<file path="config.mk">
export PLATFORM = sky130hd
export DESIGN_NAME = mem_bus_arbiter_flat
export DESIGN_NICKNAME = d
export VERILOG_FILES = /design/src/rtl/mem_arb_pkg.sv /design/src/rtl/mem_bus_arbiter_if.sv /design/src/rtl/mem_bus_arbiter.sv /design/src/flat_wrapper.sv
export SDC_FILE = /design/constraint.sdc
export NUM_CORES = 1
export LEC_CHECK = 0
export CORE_UTILIZATION = 37
export CTS_CLUSTER_SIZE = 12
export DETAILED_ROUTE_END_ITERATION = 8
export GPL_ROUTABILITY_DRIVEN = 1
export PLACE_DENSITY = 0.83
export SKIP_LAST_GASP = 1
export SYNTH_ARGS = -nofsm -noshare
export SYNTH_HDL_FRONTEND = slang
export SYNTH_SLANG_ARGS = --single-unit
</file>
<file path="constraint.sdc">
create_clock -name clk -period 6.52 [get_ports clk]
set_clock_uncertainty 0.1 [all_clocks]
set_input_delay 1.304 -clock clk [delete_from_list [all_inputs] [get_ports clk]]
set_output_delay 1.304 -clock clk [all_outputs]
set_load 0.01 [all_outputs]
</file>
<file path="src/rtl/mem_arb_pkg.sv">
// Shared types for the two-requester memory bus arbiter.
// FSM state and grant-owner encodings.
package mem_arb_pkg;
  localparam int EN_W = 4;

  typedef enum logic [1:0] {
    IDLE  = 2'd0,
    ISSUE = 2'd1,
    RESP  = 2'd2
  } arb_state_t;

  typedef enum logic {
    OWN_M0 = 1'b0,
    OWN_M1 = 1'b1
  } arb_owner_t;
endpackage

</file>
<file path="src/rtl/mem_bus_arbiter_if.sv">
// Bus bundle between the two requesters, the arbiter and the memory port.
// The slave modport is the arbiter's view; master is the requester/memory side.
interface mem_bus_arbiter_if #(
  parameter int AW = 32,
  parameter int DW = 32
);
  logic                           m0_req, m1_req;
  logic                           m0_wea, m1_wea;
  logic [mem_arb_pkg::EN_W-1:0]   m0_en, m1_en;
  logic [AW-1:0]                  m0_addr, m1_addr;
  logic [DW-1:0]                  m0_din, m1_din;
  logic                           m0_ack, m1_ack;
  logic [DW-1:0]                  m0_dout, m1_dout;
  logic                           mem_wea, mem_rea;
  logic [mem_arb_pkg::EN_W-1:0]   mem_en;
  logic [AW-1:0]                  mem_addr;
  logic [DW-1:0]                  mem_din;
  logic [DW-1:0]                  mem_dout;
  logic                           mem_hold;

  modport slave (
    input  m0_req, m1_req, m0_wea, m1_wea, m0_en, m1_en,
           m0_addr, m1_addr, m0_din, m1_din, mem_dout, mem_hold,
    output m0_ack, m1_ack, m0_dout, m1_dout,
           mem_wea, mem_rea, mem_en, mem_addr, mem_din
  );

  modport master (
    output m0_req, m1_req, m0_wea, m1_wea, m0_en, m1_en,
           m0_addr, m1_addr, m0_din, m1_din, mem_dout, mem_hold,
    input  m0_ack, m1_ack, m0_dout, m1_dout,
           mem_wea, mem_rea, mem_en, mem_addr, mem_din
  );
endinterface

</file>
<file path="src/rtl/mem_bus_arbiter.sv">
// Two-requester memory bus arbiter: IDLE -> ISSUE (stalls on mem_hold) -> RESP.
// Define MEM_ARB_FAIR_EN to force a switch after MAX_RUN consecutive grants.
module mem_bus_arbiter
  import mem_arb_pkg::*;
#(
  parameter int AW      = 32,
  parameter int DW      = 32,
  parameter int MAX_RUN = 8
) (
  input logic              clk,
  input logic              Rst,
  mem_bus_arbiter_if.slave bus
);
  localparam int               RUN_W   = $clog2(MAX_RUN + 1);
  localparam logic [RUN_W-1:0] RUN_MAX = RUN_W'(MAX_RUN);

  arb_state_t       state_q, state_d;
  arb_owner_t       owner_q, owner_d, grant;
  logic             wea_q, wea_d;
  logic [EN_W-1:0]  en_q, en_d;
  logic [AW-1:0]    addr_q, addr_d;
  logic [DW-1:0]    din_q, din_d;
  logic [DW-1:0]    m0_dout_q, m0_dout_d, m1_dout_q, m1_dout_d;
  logic [RUN_W-1:0] run_q, run_d;
  logic             at_max, rd_resp;

  // Loader wins ties unless the run limit says the previous owner must yield.
  function automatic arb_owner_t pick_owner(input logic r0, input logic r1,
                                            input arb_owner_t last, input logic force_sw);
    arb_owner_t p;
    p = r1 ? OWN_M1 : OWN_M0;
    if (r0 && r1 && force_sw && (p == last))
      p = (last == OWN_M1) ? OWN_M0 : OWN_M1;
    return p;
  endfunction

`ifdef MEM_ARB_FAIR_EN
  assign at_max = (run_q == RUN_MAX);
`else
  assign at_max = 1'b0;
`endif

  assign grant = pick_owner(bus.m0_req, bus.m1_req, owner_q, at_max);

  always_ff @(posedge clk or posedge Rst) begin
    if (Rst) begin
      state_q   <= IDLE;
      owner_q   <= OWN_M0;
      wea_q     <= 1'b0;
      en_q      <= '0;
      addr_q    <= '0;
      din_q     <= '0;
      m0_dout_q <= '0;
      m1_dout_q <= '0;
      run_q     <= '0;
    end else begin
      state_q   <= state_d;
      owner_q   <= owner_d;
      wea_q     <= wea_d;
      en_q      <= en_d;
      addr_q    <= addr_d;
      din_q     <= din_d;
      m0_dout_q <= m0_dout_d;
      m1_dout_q <= m1_dout_d;
      run_q     <= run_d;
    end
  end

  always_comb begin
    state_d   = state_q;
    owner_d   = owner_q;
    wea_d     = wea_q;
    en_d      = en_q;
    addr_d    = addr_q;
    din_d     = din_q;
    m0_dout_d = m0_dout_q;
    m1_dout_d = m1_dout_q;
    run_d     = run_q;
    case (state_q)
      IDLE: begin
        if (bus.m0_req || bus.m1_req) begin
          state_d = ISSUE;
          owner_d = grant;
          if (grant == OWN_M1) begin
            wea_d  = bus.m1_wea;
            en_d   = bus.m1_en;
            addr_d = bus.m1_addr;
            din_d  = bus.m1_din;
          end else begin
            wea_d  = bus.m0_wea;
            en_d   = bus.m0_en;
            addr_d = bus.m0_addr;
            din_d  = bus.m0_din;
          end
          if (grant != owner_q)     run_d = RUN_W'(1);
          else if (run_q != RUN_MAX) run_d = run_q + 1'b1;
        end
      end
      ISSUE: begin
        if (!bus.mem_hold) state_d = RESP;
      end
      RESP: begin
        state_d = IDLE;
        if (!wea_q) begin
          if (owner_q == OWN_M1) m1_dout_d = bus.mem_dout;
          else                   m0_dout_d = bus.mem_dout;
        end
      end
      default: state_d = IDLE;
    endcase
  end

  // Read data is forwarded during RESP so it is valid alongside the ack.
  assign rd_resp      = (state_q == RESP) && !wea_q;
  assign bus.mem_wea  = (state_q == ISSUE) && wea_q;
  assign bus.mem_rea  = (state_q == ISSUE) && !wea_q;
  assign bus.mem_en   = (state_q == ISSUE) ? en_q : '0;
  assign bus.mem_addr = addr_q;
  assign bus.mem_din  = din_q;
  assign bus.m0_ack   = (state_q == RESP) && (owner_q == OWN_M0);
  assign bus.m1_ack   = (state_q == RESP) && (owner_q == OWN_M1);
  assign bus.m0_dout  = (rd_resp && owner_q == OWN_M0) ? bus.mem_dout : m0_dout_q;
  assign bus.m1_dout  = (rd_resp && owner_q == OWN_M1) ? bus.mem_dout : m1_dout_q;
endmodule

</file>
<file path="src/flat_wrapper.sv">
// flat-port wrapper written by rule: the top's interface ports become plain ports
module mem_bus_arbiter_flat import mem_arb_pkg::*;
#(
  parameter int AW      = 32,
  parameter int DW      = 32,
  parameter int MAX_RUN = 8
)
  (clk, Rst, bus_m0_req, bus_m1_req, bus_m0_wea, bus_m1_wea, bus_m0_en, bus_m1_en, bus_m0_addr, bus_m1_addr, bus_m0_din, bus_m1_din, bus_mem_dout, bus_mem_hold, bus_m0_ack, bus_m1_ack, bus_m0_dout, bus_m1_dout, bus_mem_wea, bus_mem_rea, bus_mem_en, bus_mem_addr, bus_mem_din);
  mem_bus_arbiter_if #(.AW(AW), .DW(DW)) bus_i ();
  input logic clk;
  input logic Rst;
  input wire logic [$bits(bus_i.m0_req)-1:0] bus_m0_req;
  input wire logic [$bits(bus_i.m1_req)-1:0] bus_m1_req;
  input wire logic [$bits(bus_i.m0_wea)-1:0] bus_m0_wea;
  input wire logic [$bits(bus_i.m1_wea)-1:0] bus_m1_wea;
  input wire logic [$bits(bus_i.m0_en)-1:0] bus_m0_en;
  input wire logic [$bits(bus_i.m1_en)-1:0] bus_m1_en;
  input wire logic [$bits(bus_i.m0_addr)-1:0] bus_m0_addr;
  input wire logic [$bits(bus_i.m1_addr)-1:0] bus_m1_addr;
  input wire logic [$bits(bus_i.m0_din)-1:0] bus_m0_din;
  input wire logic [$bits(bus_i.m1_din)-1:0] bus_m1_din;
  input wire logic [$bits(bus_i.mem_dout)-1:0] bus_mem_dout;
  input wire logic [$bits(bus_i.mem_hold)-1:0] bus_mem_hold;
  output wire logic [$bits(bus_i.m0_ack)-1:0] bus_m0_ack;
  output wire logic [$bits(bus_i.m1_ack)-1:0] bus_m1_ack;
  output wire logic [$bits(bus_i.m0_dout)-1:0] bus_m0_dout;
  output wire logic [$bits(bus_i.m1_dout)-1:0] bus_m1_dout;
  output wire logic [$bits(bus_i.mem_wea)-1:0] bus_mem_wea;
  output wire logic [$bits(bus_i.mem_rea)-1:0] bus_mem_rea;
  output wire logic [$bits(bus_i.mem_en)-1:0] bus_mem_en;
  output wire logic [$bits(bus_i.mem_addr)-1:0] bus_mem_addr;
  output wire logic [$bits(bus_i.mem_din)-1:0] bus_mem_din;
  assign bus_i.m0_req = bus_m0_req;
  assign bus_i.m1_req = bus_m1_req;
  assign bus_i.m0_wea = bus_m0_wea;
  assign bus_i.m1_wea = bus_m1_wea;
  assign bus_i.m0_en = bus_m0_en;
  assign bus_i.m1_en = bus_m1_en;
  assign bus_i.m0_addr = bus_m0_addr;
  assign bus_i.m1_addr = bus_m1_addr;
  assign bus_i.m0_din = bus_m0_din;
  assign bus_i.m1_din = bus_m1_din;
  assign bus_i.mem_dout = bus_mem_dout;
  assign bus_i.mem_hold = bus_mem_hold;
  assign bus_m0_ack = bus_i.m0_ack;
  assign bus_m1_ack = bus_i.m1_ack;
  assign bus_m0_dout = bus_i.m0_dout;
  assign bus_m1_dout = bus_i.m1_dout;
  assign bus_mem_wea = bus_i.mem_wea;
  assign bus_mem_rea = bus_i.mem_rea;
  assign bus_mem_en = bus_i.mem_en;
  assign bus_mem_addr = bus_i.mem_addr;
  assign bus_mem_din = bus_i.mem_din;
  mem_bus_arbiter #(.AW(AW), .DW(DW), .MAX_RUN(MAX_RUN)) u_core (.clk(clk), .Rst(Rst), .bus(bus_i));
endmodule
</file>
==> reports/metrics.csv <==
metric;value;unit
yosys.cell_types.count;15;
rows;47;
final_max_slew_viol_count;0;
power_density;448;nW/um^2
ant_nets;0;
hold_buffers;0;
viasPerCell;4.79;
num-nets-final;897;
cts.clk_slew.worst_paths;60;ps
holdPathStages;1;
seqCellArea;3400;sq um
hpwl;12400;um
min_period;4280;ps
endpoint_kind;output port;
synthToLayoutAreaGrowth;61.5;%
reg2reg_from;u_core.state_q[0]$_DFFE_PP0P_;
worstSetupPathType;register to output port;
route.detailed.drc;0;
wl_per_cell;17.6;um
grt_pass1_vias;5135;
avgSynthCellArea;15.3;sq um
post-route-period-util;0.656;
utilization;0.613;
peakVddDrop;0.000327;V
fmax;0.234;GHz
leakagePower;4.15;nW
critPathLaunchType;register;
io_pins;311;
hp-start;u_core.m1_dout_q[18]$_DFFE_PP0P_;
multiInputGateArea;2770;sq um
die_x;133;um
dieHeight;133;um
crit_path_max_fanout;32;
tightestPinTransition;1000;ps
clock_path_buffers;2;
vias;4567;
rsz0062_at_grt;no;
finalHoldViolCount;0;
relSlewSlack;0.330;
gp_congestion;0.820;
antenna_cells;0;
initial_core_util;0.380;
ys_warn_count;0;
ys_seq_area_frac;0.538;
synth_cells;414;
whs;382;ps
clkSinkCount;136;
cts_tree;built;
setup_viol;0;
status;finished clean;
ys_ff_latch;136;
htree_levels;4;
grt_max_degree;90;
port_buffers;310;
syn_area;6320;sq um
track_usage;0.198;
grt_pass1_wl;26900;um
cts_setup_buffers;0;
rr_endpoint;u_core.bus.mem_addr[13]$_DFFE_PP0P_;
grt_antenna_before_repair;1;
clock_latency;410;ps
finalWirelength;16800;um
fillers;1260;
worstPathArrival;2870;ps
cts_made_buffers;17;
maxCapViolCount;0;
drtIter0Drc;98;
min_path_type;register to register;
dr.pass1.iters;4;
power;0.00457;W
dieArea;17600;sq um
worstPathRequired;5120;ps
grt-ovfl-total;0;
clock-root-buffer;clkbuf_16;
worst_hold_path.endpoint;u_core.m1_dout_q[18]$_DFFE_PP0P_;
fin_setup_tns;0;ps
core;16600;sq um
drive_gt1_frac;0.351;
reg2reg_slack;4030;ps
r2r_cells;3;
cts-resized-gates;0;
synth_nets;589;
cell families after synthesis:
kind of cell	Yosys count	synth area share
compound gates	1	0.00119
buf+inv	26	0.0251
flops	136	0.538
simple gates	16	0.0168
mux	235	0.419
metal layers:
| layer | wire, um | up-vias | global-route usage |
|---|---|---|---|
| met1 | 6300 | 2216 | 0.209 |
| met4 | 458 | 2 | 0.0856 |
| met5 | 13 | - | 0 |
| li1 | - | 2111 | - |
| met3 | 1370 | 41 | 0.0774 |
| met2 | 8610 | 197 | 0.350 |
metrics by stage:
stage | std cells | area, sq um | setup WS [ps]
3_3_place_gp | 923 | 9590 | 2560
4_1_cts | 953 | 10200 | 2210
2_1_floorplan | 414 | 6320 | 1480
6_report | 953 | 10200 | 2240
5_1_grt | 953 | 10200 | 2110
3_5_place_dp | 923 | 9590 | 2540
registers in the layout, indices dropped and copies added, names as in the netlist:
| name | count |
|---|---|
| u_core.m1_dout_q | 32 |
| u_core.bus.mem_addr | 32 |
| u_core.m0_dout_q | 32 |
| u_core.wea_q | 1 |
| u_core.bus.mem_din | 32 |
| u_core.owner_q | 1 |
| u_core.en_q | 4 |
| u_core.state_q | 2 |
worst max-delay path, cell delays in order (launching register included):
cell,delay (ps)
dfrtp_1,430
and3b_1,250
nor2b_4,810
mux2_2,440
clkdlybuf4s50_1,500
cell usage after synthesis:
library cell,count,area share
nor3_4,1,0.0026
nor2_1,4,0.0024
and2_1,5,0.0049
nor2b_1,2,0.0020
and3b_1,1,0.0014
inv_1,1,0.00059
mux2_1,14,0.025
mux2_2,221,0.39
buf_2,13,0.010
a21o_1,1,0.0012
dfrtp_1,136,0.54
clkbuf_1,6,0.0036
nand2b_1,2,0.0020
nor3_2,1,0.0016
buf_6,6,0.011
area by class of cell:
cell class                 count  area share
clock buffer                  23      0.0468
timing repair buffer         314       0.306
clock inverter                 7      0.0140
sequential                   136       0.333
inverter                       1    0.000858
tap                          220      0.0270
multi-input combinational    252       0.272
layout by cell type (no fill, tap or decap):
| master | count |
|---|---|
| mux2_1 | 14 |
| nor3_4 | 2 |
| clkbuf_8 | 3 |
| a21o_1 | 1 |
| clkinv_2 | 1 |
| and3b_1 | 1 |
| dfrtp_1 | 136 |
| nor2b_4 | 1 |
| inv_6 | 1 |
| clkinv_4 | 2 |
| nand2b_1 | 2 |
| nor2_1 | 4 |
| bufinv_16 | 4 |
| buf_4 | 4 |
| mux2_2 | 221 |
| and2_1 | 5 |
| clkbuf_16 | 17 |
| clkbuf_1 | 3 |
| buf_2 | 1 |
| clkdlybuf4s50_1 | 309 |
| nor2b_1 | 1 |
report_power, final:
part | internal [W] | switching, W
combinational | 0.00132 | 0.000779
sequential | 0.00126 | 0.000201
clock | 0.000667 | 0.000344
total | 0.00325 | 0.00132
how the worst max path moves through the flow:
| stage | depth (start not counted) | to | slack, ps | start |
|---|---|---|---|---|
| finish | 4 | bus_m1_dout[2] | 2240 | u_core.state_q[0]$_DFFE_PP0P_ |
| global route | 4 | bus_m1_dout[26] | 2110 | u_core.state_q[0]$_DFFE_PP0P_ |
| global placement | 3 | bus_m1_dout[21] | 2560 | bus_mem_dout[21] |
| floorplan | 1 | u_core.bus.mem_addr[0]$_DFFE_PP0P_ | 1480 | Rst |
| CTS | 4 | bus_m1_dout[26] | 2210 | u_core.state_q[0]$_DFFE_PP0P_ |
| detailed placement | 3 | bus_m1_dout[6] | 2540 | bus_mem_dout[6] |
Power figures use the tool's default switching activity.
